===== src/rtl/cpu7_ifu_ibuf.sv =====
// Instruction buffer between the ICU and decode: a circular queue of 32-bit
// instructions with their PCs, fetch-ahead credit tracking, and flush-time drop of in-flight beats.
module cpu7_ifu_ibuf #(
    parameter int DEPTH   = 8,
    parameter int FETCH_W = 2,
    parameter int MAX_OUT = 2
) (
    input  logic                      clk,
    input  logic                      reset,
    input  logic                      ifu_icu_ack_ic1,
    input  logic [32*FETCH_W-1:0]     icu_ifu_data_ic2,
    input  logic                      icu_ifu_data_valid_ic2,
    input  logic [31:0]               fetch_pc_ic2,
    input  logic                      flush_iq,
    input  logic                      exu_ifu_stall_req,
    output logic [31:0]               inst_f,
    output logic [31:0]               pc_f,
    output logic                      inst_valid_f,
    output logic                      iq_not_empty,
    output logic [$clog2(DEPTH):0]    iq_count,
    output logic                      fetch_ahead,
    output logic                      ibuf_ovf_err
);

    localparam int LOG_D = $clog2(DEPTH);
    localparam int LOG_F = $clog2(FETCH_W);
    localparam int OW    = $clog2(MAX_OUT) + 1;
    localparam int CW    = LOG_D + 1;
    localparam int AW    = CW + OW + 4;

    logic [LOG_D-1:0] r_head;
    logic [LOG_D-1:0] r_tail;
    logic [CW-1:0]    r_count;
    logic [OW-1:0]    r_out;
    logic [OW-1:0]    r_drop;
    logic             r_ovf;
    logic [31:0]      r_inst [DEPTH];
    logic [31:0]      r_pc   [DEPTH];

    logic [LOG_F:0]   w_off;
    logic [LOG_F:0]   w_n;
    logic             w_deq;
    logic             w_beat_live;
    logic             w_ovf_hit;
    logic             w_enq;
    logic [AW-1:0]    w_free;
    logic [AW-1:0]    w_need;
    logic [OW-1:0]    w_out_nxt;
    logic             w_wen  [FETCH_W];
    logic [LOG_D-1:0] w_widx [FETCH_W];
    logic [31:0]      w_wpc  [FETCH_W];

    if (FETCH_W == 1) begin : g_off_single
        assign w_off = 1'b0;
    end else begin : g_off_multi
        assign w_off = {1'b0, fetch_pc_ic2[LOG_F+1:2]};
    end

    assign w_n = (LOG_F+1)'(FETCH_W) - w_off;

    assign iq_count     = r_count;
    assign iq_not_empty = (r_count != '0);
    assign inst_valid_f = iq_not_empty & ~exu_ifu_stall_req & ~flush_iq;
    assign inst_f       = r_inst[r_head];
    assign pc_f         = r_pc[r_head];
    assign ibuf_ovf_err = r_ovf;
    assign w_deq        = inst_valid_f;

    // Beats still owed to a flushed fetch stream never reach the queue.
    assign w_beat_live = icu_ifu_data_valid_ic2 & ~flush_iq & (r_drop == '0);
    assign w_free      = AW'(DEPTH) - AW'(r_count) + AW'(w_deq);
    assign w_ovf_hit   = w_beat_live & (AW'(w_n) > w_free);
    assign w_enq       = w_beat_live & ~w_ovf_hit;

    // Space must cover the queue plus every beat already requested.
    assign w_need      = AW'(r_count) + AW'(FETCH_W) * AW'(r_out) + AW'(FETCH_W);
    assign fetch_ahead = (w_need <= AW'(DEPTH)) && (r_out < OW'(MAX_OUT));

    always_comb begin
        w_out_nxt = r_out;
        if (ifu_icu_ack_ic1 && !icu_ifu_data_valid_ic2) begin
            if (r_out != OW'(MAX_OUT)) w_out_nxt = r_out + 1'b1;
        end else if (!ifu_icu_ack_ic1 && icu_ifu_data_valid_ic2) begin
            if (r_out != '0) w_out_nxt = r_out - 1'b1;
        end
    end

    always_comb begin
        for (int i = 0; i < FETCH_W; i++) begin
            w_wen[i]  = w_enq && (i >= int'(w_off));
            w_widx[i] = r_tail + LOG_D'(i) - LOG_D'(w_off);
            w_wpc[i]  = (fetch_pc_ic2 & ~32'(FETCH_W*4-1)) | 32'(i*4);
        end
    end

    always_ff @(posedge clk) begin
        for (int i = 0; i < FETCH_W; i++) begin
            if (w_wen[i]) begin
                r_inst[w_widx[i]] <= icu_ifu_data_ic2[32*i +: 32];
                r_pc[w_widx[i]]   <= w_wpc[i];
            end
        end
    end

    always_ff @(posedge clk or posedge reset) begin
        if (reset) begin
            r_head  <= '0;
            r_tail  <= '0;
            r_count <= '0;
            r_out   <= '0;
            r_drop  <= '0;
            r_ovf   <= 1'b0;
        end else begin
            r_out <= w_out_nxt;
            r_ovf <= r_ovf | w_ovf_hit;
            if (flush_iq) begin
                r_head  <= '0;
                r_tail  <= '0;
                r_count <= '0;
                r_drop  <= w_out_nxt;
            end else begin
                if (w_deq) r_head <= r_head + 1'b1;
                if (w_enq) r_tail <= r_tail + LOG_D'(w_n);
                r_count <= r_count + (w_enq ? CW'(w_n) : CW'(0)) - CW'(w_deq);
                if (icu_ifu_data_valid_ic2 && (r_drop != '0)) r_drop <= r_drop - 1'b1;
            end
        end
    end

endmodule


===== config.mk =====
export PLATFORM = sky130hd
export DESIGN_NAME = cpu7_ifu_ibuf
export DESIGN_NICKNAME = d
export VERILOG_FILES = /design/src/rtl/cpu7_ifu_ibuf.sv
export SDC_FILE = /design/constraint.sdc
export NUM_CORES = 1
export LEC_CHECK = 0
export CORE_ASPECT_RATIO = 1.5
export CORE_UTILIZATION = 55
export CTS_CLUSTER_DIAMETER = 40
export CTS_CLUSTER_SIZE = 20
export DETAILED_ROUTE_END_ITERATION = 8
export GPL_ROUTABILITY_DRIVEN = 0
export HOLD_SLACK_MARGIN = 0.02
export PLACE_DENSITY_LB_ADDON = 0.12
export SLEW_MARGIN = 10
export SYNTH_ARGS = -nofsm -noshare
export SYNTH_HDL_FRONTEND = slang
export SYNTH_SLANG_ARGS = --single-unit

===== constraint.sdc =====
create_clock -name clk -period 5.9 [get_ports clk]
set_input_delay 1.475 -clock clk [delete_from_list [all_inputs] [get_ports clk]]
set_output_delay 1.475 -clock clk [all_outputs]
set_load 0.02 [all_outputs]

==> results of run 1 <==
## cells by family (layout without fill, tap and decap cells)
family,after synthesis,in the layout
AND/OR/NAND/NOR,314,314
AO/OA/AOI/OAI,43,43
adder cells (fa/ha/maj),28,28
other,1,3
multiplexers,445,445
XOR/XNOR,10,10
flip-flops,511,511
buffers and inverters,122,322
## stage by stage
stage	worst slack, ns	util (%)	instances	total power, mW	area [um2]
final	0.7726	65.21	2258	10.16	29380
after global routing	0.7117	65.21	2258	10.56	29380
after CTS	0.7811	65.20	2257	10.27	29370
after detailed placement	0.2171	61.74	2171	7.197	27820
after global placement	0.2739	61.74	2171	7.154	27820
after floorplan	0.5804	-	1475	6.150	25210
## sequential cells by signal (all words and copies together), names as in the netlist
| signal | count |
|---|---|
| r_inst | 256 |
| r_tail | 3 |
| r_pc | 240 |
| r_head | 3 |
| ibuf_ovf_err | 1 |
| iq_count | 4 |
| r_out | 2 |
| r_drop | 2 |
## layer usage
layer | up-vias | share of wire [%] | track usage, % | routed length (um)
met5 | - | 0.049 | 0 | 27
met4 | 4 | 2.6 | 7.293 | 1406
met3 | 92 | 5.4 | 4.433 | 2950
met2 | 325 | 53 | 42.55 | 28920
met1 | 6792 | 39 | 29.70 | 21580
li1 | 6047 | - | - | -
## cell type report
type	instances	area, um2
Antenna cell	1	2.502
Clock buffer	49	1184
Clock inverter	37	375.4
Fill cell	3204	15670
Inverter	20	75.07
Multi-Input combinational cell	842	9479
Sequential cell	511	15200
Tap cell	582	728.2
Timing Repair Buffer	216	2332
## power by group
part           switching [mW]  internal [mW]
sequential              0.157           4.12
clock                    1.49           1.59
combinational            1.33           1.46
## synth_stat cells, drive strengths merged (2+ instances only)
library cell and n:
clkbuf 52, or4 3, and2 234, o32ai 2, edfxtp 488, or2 2
nor2 17, inv 20, ha 25, dfxtp 8, o31ai 9, a21o 3
a22oi 2, buf 50, nor3b 2, dfrtp 15, nor2b 3, nand2b 8
nor4 3, a32oi 3, mux4 124, a211oi 3, nor3 12, fa 3
xor2 3, o21ai 5, xnor2 7, nand2 22, mux2 318, o22a 4
or3 4, nand3 2, mux2i 3, a21oi 9
## worst max path at each step
stage	start	endpoint	slack (ns)	cells after the start
2_1_floorplan	exu_ifu_stall_req	r_pc[4][20]$_DFFE_PP_	0.58	13
3_3_place_gp	exu_ifu_stall_req	r_inst[6][13]$_DFFE_PP_	0.27	13
3_5_place_dp	exu_ifu_stall_req	r_inst[6][17]$_DFFE_PP_	0.22	13
4_1_cts	exu_ifu_stall_req	r_inst[6][10]$_DFFE_PP_	0.78	13
5_1_grt	exu_ifu_stall_req	r_inst[6][17]$_DFFE_PP_	0.71	13
6_report	exu_ifu_stall_req	r_inst[6][1]$_DFFE_PP_	0.77	13
## worst register-to-register path: cells and delay by family (launching register included)
family                   cells  cell delay [ns]
AND/OR/NAND/NOR              2             1.34
adder cells (fa/ha/maj)      4             0.96
AO/OA/AOI/OAI                4             0.71
flip-flops                   1             0.51
buffers and inverters        3             0.47
multiplexers                 1             0.37
==> metrics.md, run 1 <==
| Metric | Value |
|---|---|
| Outcome | finished clean |
| Root buffer cell | clkbuf_16 |
| Drt first-iter violations | 738 |
| R2R Setup Slk | 1.27 ns |
| Syn_area_per_cell | 17.09 um2 |
| Worst reg2reg path depth | 14 |
| EDFF count, synth | 488 |
| CP Max Fanout | 22 |
| Clock sinks | 511 |
| CTS resizes | 0 |
| Worst-margin pin slew | 1.249 ns |
| Synth top area cells | edfxtp_1 58%, mux4_2 11%, mux2_2 10%, and2_1 5.8%, mux2_4 5.2% |
| Clk buf depth | 3 |
| H-tree depth | 2 |
| Overall Global Routing Usage | 24.06% |
| Async S/R FF share, synth | 2.935% |
| Critical Path AT | 5.44 ns |
| Final period util | 86.90% |
| Max_slew headroom | 16.09% |
| Fin Hold WS | 0.4576 ns |
| CP max stage delay | 1.08 ns |
| CTS tree | yes |
| Compound-Gate Fraction of Synth Area | 1.237% |
| Clk_skew | 0.02440 ns |
| CP Class | primary input to register |
| CTS Buf Count | 47 |
| Worst hold path class | register to register |
| Adder-cell area share of the yosys netlist | 1.480% |
| Synth top area share | 58.16% |
| Power per cell area | 345.8 mW/mm2 |
| Pin count of the biggest net entering global routing | 91 |
| Die width | 176.8 um |
| Die Height | 264.1 um |
| Setup TNS | 0 ns |
| Worst Hold Launch | r_pc[0][0]$_SDFFE_PP1N_ |
| Routed Antenna Nets | 0 |
| Mapped cell area | 0.02520 mm2 |
| Global-route wire length before repair | 83280 um |
| Slew Viols, Final | 0 |
| Synthesized flop and latch total | 511 |
| Synth Warn # | 0 |
| Via-to-Cell Ratio | 5.872 |
| Maxcap violations | 0 |
| Fraction of layout cells with a size suffix above 1 | 35.28% |
| Grt ovf | 0 |
| Xor-xnor portion of the synthesized cell area | 0.3476% |
| Final hold vios | 0 |
| Highest Clock Rate | 0.1950 GHz |
| Hold-fix buffers, CTS | 0 |
| Clock transition at the registers of the reported paths | 0.07 ns |
| Min Tclk post-route | 5.127 ns |
| Vias | 13260 |
| Cell leakage power | 10.33 nW |
| Final setup violation count | 0 |
| Post-synthesis mux area share | 26.71% |
| Max IR drop VDD | 0.3311 mV |
| Total setup buffers inserted after CTS | 0 |
| CP bufs+invs | 3 |
| Number of buffers added on ports | 169 |
| WL final | 54890 um |
| Largest family of logic cells by synthesized area | multiplexers |
| Worst r2r src | iq_count[0]$_DFF_PP0_ |
| Crit path cell chain | clkdlybuf4s50_1 > a21oi_1 > nor2b_1 > ha_1 > ha_1 > inv_1 > ha_1 > a21oi_1 > a221o_1 > a311oi_4 > nor4_4 > buf_12 > mux2_2 |
| Initial antenna violation count | 3 |
| 1st-pass router iterations | 7 |
| Most frequent cells in the layout | 488 x edfxtp_1, 234 x and2_1, 227 x mux2_2, 169 x clkdlybuf4s50_1, 124 x mux4_2 |
| # IOs | 174 |
| Routed length per placed instance | 24.31 um |
| RSZ-0062 raised after global routing | false |
| Most frequent CP cell | ha_1 |
| Yosys cell types | 49 |
| Layout Nets | 1768 |
| Simple-gate area share of the yosys netlist | 7.543% |
| Reg-to-Reg End | r_inst[6][1]$_DFFE_PP_ |
| Register area share after synthesis | 60.29% |
| Crit. End Element | register |
| Initial core utilization | 55.93% |
| Core area | 0.04505 mm2 |
| Hold Path End | r_pc[0][0]$_SDFFE_PP1N_ |
| CP delay by family, top | simple AND/OR/NAND/NOR gates |
| Post-Synthesis Cells | 1474 |
| DP HPWL | 31770 um |
| Commonest non-fill, non-tap cell in the layout | edfxtp_1 |
| Die Area | 0.04669 mm2 |
| Critical Path Start Type | primary input |
| Std-Cell Rows | 95 |
| Largest area contributor in the netlist | edfxtp_1 |
| CP Data Required Time | 6.21 ns |
| Worst-skew pair later-pin latency | 0.57 ns |
| CP max stage cell | nor4_4 |
| Cell depth of the worst hold path | 2 |
| Vias in the first global route | 14110 |
| Ys flop type | edfxtp_1 |
| Layout area overhead | 16.60% |
| # DRC | 0 |
Power figures use the tool's default switching activity.
==> run 2, diff against run 1 <==
--- a/config.mk
+++ b/config.mk
@@ -5,6 +5,7 @@
 export SDC_FILE = /design/constraint.sdc
 export NUM_CORES = 1
 export LEC_CHECK = 0
+export ABC_AREA = 0
 export CORE_ASPECT_RATIO = 1.5
 export CORE_UTILIZATION = 55
 export CTS_CLUSTER_DIAMETER = 40
==> results of run 2 <==
Same layout as run 1: the final DEF is identical, and so are final timing and power.
==> run 3, diff against run 2 <==
--- a/config.mk
+++ b/config.mk
@@ -11,7 +11,7 @@
 export CTS_CLUSTER_DIAMETER = 40
 export CTS_CLUSTER_SIZE = 20
 export DETAILED_ROUTE_END_ITERATION = 8
-export GPL_ROUTABILITY_DRIVEN = 0
+export GPL_ROUTABILITY_DRIVEN = 1
 export HOLD_SLACK_MARGIN = 0.02
 export PLACE_DENSITY_LB_ADDON = 0.12
 export SLEW_MARGIN = 10
==> results of run 3 <==
Same layout as run 1: the final DEF is identical, and so are final timing and power.
